$ cat src/rtl/rr_arbiter4.sv
// Four-requester round-robin arbiter with a bounded hold time.
//
// Ports:
//   clk      - rising-edge clock
//   rst      - synchronous, active-high reset
//   req      - request lines; bit i belongs to requester i
//   gnt_en   - a grant is active this cycle
//   gnt_idx  - index of the current owner; 0 when idle
//   gnt      - one-hot decode of {gnt_en, gnt_idx}
//   busy_cnt - cycles the current owner has held the grant (1 on first cycle); 0 when idle
//
// All outputs are registered. On release (owner drops req or hits MAX_HOLD) the
// search restarts just after the old owner, so the old owner is checked last and
// a handover happens at the same edge with no idle bubble.

module rr_arbiter4 #(
    parameter int unsigned MAX_HOLD = 8
) (
    input  logic       clk,
    input  logic       rst,
    input  logic [3:0] req,
    output logic       gnt_en,
    output logic [1:0] gnt_idx,
    output logic [3:0] gnt,
    output logic [7:0] busy_cnt
);

    localparam logic [7:0] MaxHold = 8'(MAX_HOLD);

    typedef enum logic [0:0] {StIdle, StGrant} state_e;

    state_e     state_q, state_d;
    logic [1:0] ptr_q, ptr_d;
    logic       gnt_en_q, gnt_en_d;
    logic [1:0] gnt_idx_q, gnt_idx_d;
    logic [3:0] gnt_q, gnt_d;
    logic [7:0] busy_cnt_q, busy_cnt_d;

    // Circular priority search starting at 'start'. Returns {found, index}.
    // Walking the distances from far to near lets the nearest hit overwrite.
    function automatic logic [2:0] pick(input logic [3:0] r, input logic [1:0] start);
        logic [2:0] res;
        logic [1:0] cand;
        res = 3'b000;
        for (int k = 3; k >= 0; k--) begin
            cand = start + 2'(k);
            if (r[cand]) begin
                res = {1'b1, cand};
            end
        end
        return res;
    endfunction

    logic [2:0] sel;
    logic [1:0] search_from;

    always_comb begin
        state_d     = state_q;
        ptr_d       = ptr_q;
        gnt_en_d    = gnt_en_q;
        gnt_idx_d   = gnt_idx_q;
        busy_cnt_d  = busy_cnt_q;
        search_from = ptr_q;
        sel         = 3'b000;

        unique case (state_q)
            StIdle: begin
                sel = pick(req, ptr_q);
                if (sel[2]) begin
                    state_d    = StGrant;
                    gnt_en_d   = 1'b1;
                    gnt_idx_d  = sel[1:0];
                    busy_cnt_d = 8'd1;
                end
            end
            StGrant: begin
                if (req[gnt_idx_q] && (busy_cnt_q < MaxHold)) begin
                    busy_cnt_d = (busy_cnt_q == 8'hFF) ? busy_cnt_q : busy_cnt_q + 8'd1;
                end else begin
                    // Release: owner goes to the back of the line.
                    search_from = gnt_idx_q + 2'd1;
                    ptr_d       = search_from;
                    sel         = pick(req, search_from);
                    if (sel[2]) begin
                        gnt_en_d   = 1'b1;
                        gnt_idx_d  = sel[1:0];
                        busy_cnt_d = 8'd1;
                    end else begin
                        state_d    = StIdle;
                        gnt_en_d   = 1'b0;
                        gnt_idx_d  = 2'b00;
                        busy_cnt_d = 8'd0;
                    end
                end
            end
            default: begin
                state_d = StIdle;
            end
        endcase

        gnt_d = gnt_en_d ? (4'b0001 << gnt_idx_d) : 4'b0000;
    end

    always_ff @(posedge clk) begin
        if (rst) begin
            state_q    <= StIdle;
            ptr_q      <= 2'b00;
            gnt_en_q   <= 1'b0;
            gnt_idx_q  <= 2'b00;
            gnt_q      <= 4'b0000;
            busy_cnt_q <= 8'd0;
        end else begin
            state_q    <= state_d;
            ptr_q      <= ptr_d;
            gnt_en_q   <= gnt_en_d;
            gnt_idx_q  <= gnt_idx_d;
            gnt_q      <= gnt_d;
            busy_cnt_q <= busy_cnt_d;
        end
    end

    assign gnt_en   = gnt_en_q;
    assign gnt_idx  = gnt_idx_q;
    assign gnt      = gnt_q;
    assign busy_cnt = busy_cnt_q;

endmodule

$ cat config.mk
export PLATFORM = sky130hd
export DESIGN_NAME = rr_arbiter4
export DESIGN_NICKNAME = d
export VERILOG_FILES = /design/src/rtl/rr_arbiter4.sv
export SDC_FILE = /design/constraint.sdc
export NUM_CORES = 1
export LEC_CHECK = 0
export BUFFER_PORTS_ARGS = -buffer_cell sky130_fd_sc_hd__clkbuf_2
export CAP_MARGIN = 40
export CORE_UTILIZATION = 55
export CTS_CLUSTER_DIAMETER = 100
export DETAILED_ROUTE_END_ITERATION = 8
export PLACE_DENSITY = 0.81
export SLEW_MARGIN = 5
export SYNTH_ARGS = -nofsm -noshare
export SYNTH_HDL_FRONTEND = slang
export SYNTH_SLANG_ARGS = --single-unit
$ cat constraint.sdc
create_clock -name clk -period 5.7 [get_ports clk]
set_clock_uncertainty 0.05 [all_clocks]
set_input_delay 1.71 -clock clk [delete_from_list [all_inputs] [get_ports clk]]
set_output_delay 1.71 -clock clk [all_outputs]
set_load 0.02 [all_outputs]
# Word level (Yosys, flattened, before mapping)
# Cells that the tools add are included.
totals:
  reg_bits: 18
  in_bits: 6
  output_inout_bits: 15
  wordCells: 80
op_classes:
  addsub: 8
  magnitude_cmp: 10
  eq_ne: 3
  shift: 1
  muxes: 45
  bitwise_logic: 3
  n_reduce_logical: 4
ops:
  columns: ["operator", "n"]
  rows:
  - ["3-bit 2-to-1 mux", 11]
  - ["2-bit by 3-bit < comparator with 1-bit output (second input constant)", 9]
  - ["8-bit 2-to-1 mux", 3]
  - ["1-bit binary-select mux with 2-bit select", 9]
  - ["8-bit case mux with 2 select lines", 1]
  - ["1-bit 2-to-1 mux", 15]
  - ["2-bit adder (second input constant)", 4]
  - ["8-bit by 1-bit adder with 8-bit output (second input constant)", 1]
  - ["8-bit == test (second input constant)", 1]
  - ["8-bit by 4-bit < comparator with 1-bit output (second input constant)", 1]
  - ["2-bit by 1-bit adder with 2-bit output (second input constant)", 3]
  - ["2-bit 2-to-1 mux", 3]
  - ["1-bit case mux with 2 select lines", 2]
  - ["2-bit case mux with 2 select lines", 1]
  - ["2-bit AND reduction", 2]
  - ["1-bit by 2-bit left shift with 4-bit output (first input constant)", 1]
  - ["3-bit != test (second input constant)", 1]
  - ["1-bit inverter", 3]
  - ["2-bit != test (second input constant)", 1]
  - ["2-bit OR reduction", 1]
  - ["1-bit logical AND", 1]

# Depth between registers and ports, before layout
logic_depth:
  word_depth: 15
  mapped_depth: 6
  ltp_nobuf: 5

# Worst setup path before layout
# Ideal clock, no wire load.
synth_timing:
  path_kind: "input to register"
  from: "input port req[3]"
  to: "register gnt_q[3] (netlist: gnt[3])"
  setup_time_ps: 73
  arrival_ps: 3171
  t_required_ps: 5577
  path_slack_ps: 2406
  stages: 6
  n_path_buf: 1
  cell_sequence: "buf_2 mux4_2 and3b_4 a21o_1 a221oi_4 nor3b_2"
synth_via:
  elab_chain_cells: 13
  word_cells_on_any_way: 41
  cone_classes: "1 x shift; 37 x mux; 1 x bitwise; 2 x reduce/logical"
synth_rtl:
  columns: ["item", "line_no", "source"]
  rows:
  - ["start: declaration", "21", "input logic [3:0] req,"]
  - ["1-bit binary-select mux with 2-bit select", "47", "if (r[cand]) begin"]
  - ["1-bit 2-to-1 mux (implied by the code)", "47", null]
  - ["3-bit 2-to-1 mux (4 in series)", "47", null]
  - ["3-bit 2-to-1 mux", "77", "if (req[gnt_idx_q] && (busy_cnt_q < MaxHold)) begin"]
  - ["3-bit 2-to-1 mux", "66", "unique case (state_q)"]
  - ["1-bit 2-to-1 mux", "84", "if (sel[2]) begin"]
  - ["1-bit 2-to-1 mux", "77", null]
  - ["1-bit case mux with 2 select lines", "66", null]
  - ["1-bit inverter (no source line)", null, null]
  - ["2-bit OR reduction (no source line)", null, null]
  - ["end signal: assignment", "117", "gnt_q <= gnt_d;"]
  - ["end: declaration", "36", "logic [3:0] gnt_q, gnt_d;"]
# Several ways; a longest one is shown, not always the timed one. The select of a mux whose other input is x is not followed.
# A chain may end at the register's enable or synchronous reset.

# Worst setup path in the final report
# Same ends and word-level chain as after synthesis.

==> run_results.csv <==
group,metric,value,unit
run_status,status,"finished, final reports clean",
synthesis,yosysTopAreaCellShare,39.34,%
power_and_ir_drop,pwr-share-seq,49.9,%
power_and_ir_drop,peakVddDrop,195.2,µV
synthesis,synthCells,100,
placed_design,io_buffers,20,
clock_tree,cts_max_level,1,
detailed_routing,drcViolationCount,0,
synthesis,synth_area,915.9,µm²
setup_path,worst-path-max-fanout,9,
timing,slew_viol_final,0,
clock_tree,holdBufCountCts,0,
finish,diodes,0,
placed_design,gp_congestion,0.9227,
setup_path,path_cells,"clkbuf_2 > mux4_2 > and3b_4 > a21o_1 > a221oi_4 > nor3b_2",
setup_path,cp.required,5.88,ns
synthesis,synth_edf_count,0,
global_routing,grt_max_degree,11,
detailed_routing,vias,815,
synthesis,synth_warnings,0,
detailed_routing,vias_per_cell,5.993,
worst_hold_path,hold_depth,2,
setup_path,cp-end-kind,"flip-flop",
finish,area_growth,14.34,%
die,die_area,1832,µm²
placed_design,hpwl,1.333,mm
clock_tree,cts.sink_count,18,
power_and_ir_drop,combPwrFrac,21.8,%
job,drv_cap,0,
global_routing,grt.overflow.total,0,
setup_path,arrival,3.34,ns
clock_tree,root_buffer,"clkbuf_4",
worst_hold_path,hold_class,"reg2reg",
synthesis,mappedNetlistNets,107,
timing,holdWs,0.4578,ns
finish,layout.nets,128,
clock_tree,cts_buffers,3,
power_and_ir_drop,power_frac_clock,28.4,%
setup_path,cp_slowest_stage_delay,0.54,ns
setup_path,critPathLaunchType,"input port",
synthesis,synth_ff_type,"dfxtp_1",
synthesis,synth_seq_area_share,39.34,%
global_routing,grt_usage,22.61,%
power_and_ir_drop,intPower,0.1986,mW
timing,hold_violations,0,
timing,fmax,316.8,MHz
global_routing,grt_pass1_vias,727,
clock_tree,clkTransAtPathRegs,0.10,ns
finish,layout-drive-gt1-share,26.67,%
detailed_routing,ant_nets,0,
finish,nFillCells,131,
die,die_h,42.81,µm
timing,finalSetupViolations,0,
detailed_routing,wl,1.870,mm
detailed_routing,wl_per_cell,13.75,µm
power_and_ir_drop,p_per_area,273.9,nW/µm²
timing,tightestPinTransition,0.5846,ns
timing,slew_headroom,60.79,%
clock_tree,insertion_delay,0.30,ns
synthesis,netlist-cell-type-count,39,
timing,setup-tns-final,0,ns
clock_tree,ctsResizeCount,0,
synthesis,synth_area_leader_cell,"dfxtp_1",
power_and_ir_drop,switching_share,30.79,%
detailed_routing,drtIter0Drc,20,
synthesis,async_reset_ff_share,0,%
timing,post-route-period-util,55.38,%
synthesis,syn_area_per_cell,9.159,µm²
synthesis,synthTopCellsByArea,"dfxtp_1 (39%), nor2_1 (5.3%), a21oi_1 (4.4%), a221oi_4 (2.9%), nand2b_1 (2.7%)",
clock_tree,post_cts_buffers,0,
setup_path,crit_slowest_cell,"mux4_2",
synthesis,ys_ff_latch,18,
detailed_routing,first_pass_iters,5,
power_and_ir_drop,leakagePower,0.4335,nW
die,fp.coreArea,1524,µm²
die,initial_core_util,60.10,%
timing,finalCriticalPeriod,3.157,ns
global_routing,grt_pass1_wl,3.153,mm
die,io_pins,21,
clock_tree,clock_path_buffers,2,
die,row_count,14,
synthesis,yosysMostFrequentCell,"dfxtp_1",
clock_tree,cts_tree,"yes",
setup_path,crit_type,"in2reg",
power_and_ir_drop,p_sw,0.08832,mW
timing,rsz0062_at_grt,"false",
die,die_width,42.81,µm
synthesis,synth_common_cells,"dfxtp_1 (18), nor2_1 (13), a21oi_1 (8)",
global_routing,antenna_found_initial,0,
setup_path,r2r_cells,5,
cell type report:
type	count	area, µm²	share of cell area (%)
multi-input combinational	73	511.7	48.87
timing repair buffer	20	100.1	9.558
clock buffer	4	36.28	3.465
inverter	5	18.77	1.792
tap	16	20.02	1.912
sequential	18	360.3	34.41
worst paths after layout:
check / start / to / slack [ns]
setup / recovery: req[3] / gnt[3] / 2.54
setup reg to reg: gnt_idx[0] / gnt[3] / 3.51
hold reg to reg: busy_cnt[6] / busy_cnt[6] / 0.46
hold / removal: busy_cnt[6] / busy_cnt[6] / 0.46
power groups by stage:
stage	clock [mW]	combinational, mW	sequential (mW)
3_5_place_dp	0	0.0614	0.146
5_1_grt	0.0846	0.0681	0.144
4_1_cts	0.0824	0.0622	0.143
6_report	0.0814	0.0624	0.143
3_3_place_gp	0	0.0606	0.146
2_1_floorplan	0	0.0424	0.150
registers in the layout (all words and copies together), names as in the netlist:
name and flops:
gnt_en 1, state_q 1, busy_cnt 8, ptr_q 2, gnt_idx 2, gnt 4
through the flow:
| step | setup slack, ns | instances | util [%] | area (µm²) | power (mW) |
|---|---|---|---|---|---|
| final | 2.543 | 136 | 68.72 | 1047 | 0.2869 |
| after global routing | 2.431 | 136 | 68.72 | 1047 | 0.2972 |
| after detailed placement | 2.258 | 132 | 66.34 | 1011 | 0.2072 |
| after global placement | 2.272 | 132 | 66.34 | 1011 | 0.2063 |
| after floorplan | 2.406 | 100 | - | 915.9 | 0.1927 |
| after CTS | 2.552 | 136 | 68.72 | 1047 | 0.2876 |
critical path, delay by kind of cell:
family	cells	cell delay [ns]
multiplexers	1	0.54
buffers and inverters	1	0.17
AND/OR/NAND/NOR	2	0.43
AO/OA/AOI/OAI	2	0.47
metal layers:
metal / track usage, % / vias up / share of wire [%]
li1: - / 405 / -
met1: 30.56 / 377 / 46
met2: 35.45 / 28 / 48
met3: 2.553 / 5 / 4.4
met4: 11.25 / 0 / 1.4
met5: 0 / - / 0
cell usage in the layout, fill, tap and decap left out, drive strengths merged:
master and instances:
clkbuf 24, dfxtp 18, nor2 14, a21oi 8, nand2 6, inv 5
nand2b 4, nor3b 4, o21ai 3, a211oi 3, nor4 3, and3b 3
a21o 2, a31oi 2, a41oi 2, nand3 2, a221oi 2, mux4 1
nor3 1, o211ai 1, mux2 1, nand3b 1, o22ai 1, a21boi 1
nor2b 1, o221ai 1, a2111oi 1, and3 1, and4 1, xor2 1
xnor2 1, ha 1
logic make-up (layout without fill, tap and decap cells):
logic type               count (synthesis)  after routing  synth area share (%)
AO/OA/AOI/OAI                           27             27                 22.13
XOR/XNOR                                 2              2                 1.913
adder cells (fa/ha/maj)                  1              1                 1.366
buffers and inverters                    9             29                 4.781
flip-flops                              18             18                 39.34
multiplexers                             2              2                 3.688
AND/OR/NAND/NOR                         41             41                 26.78
Note: power is estimated with default switching activity, not from simulation.
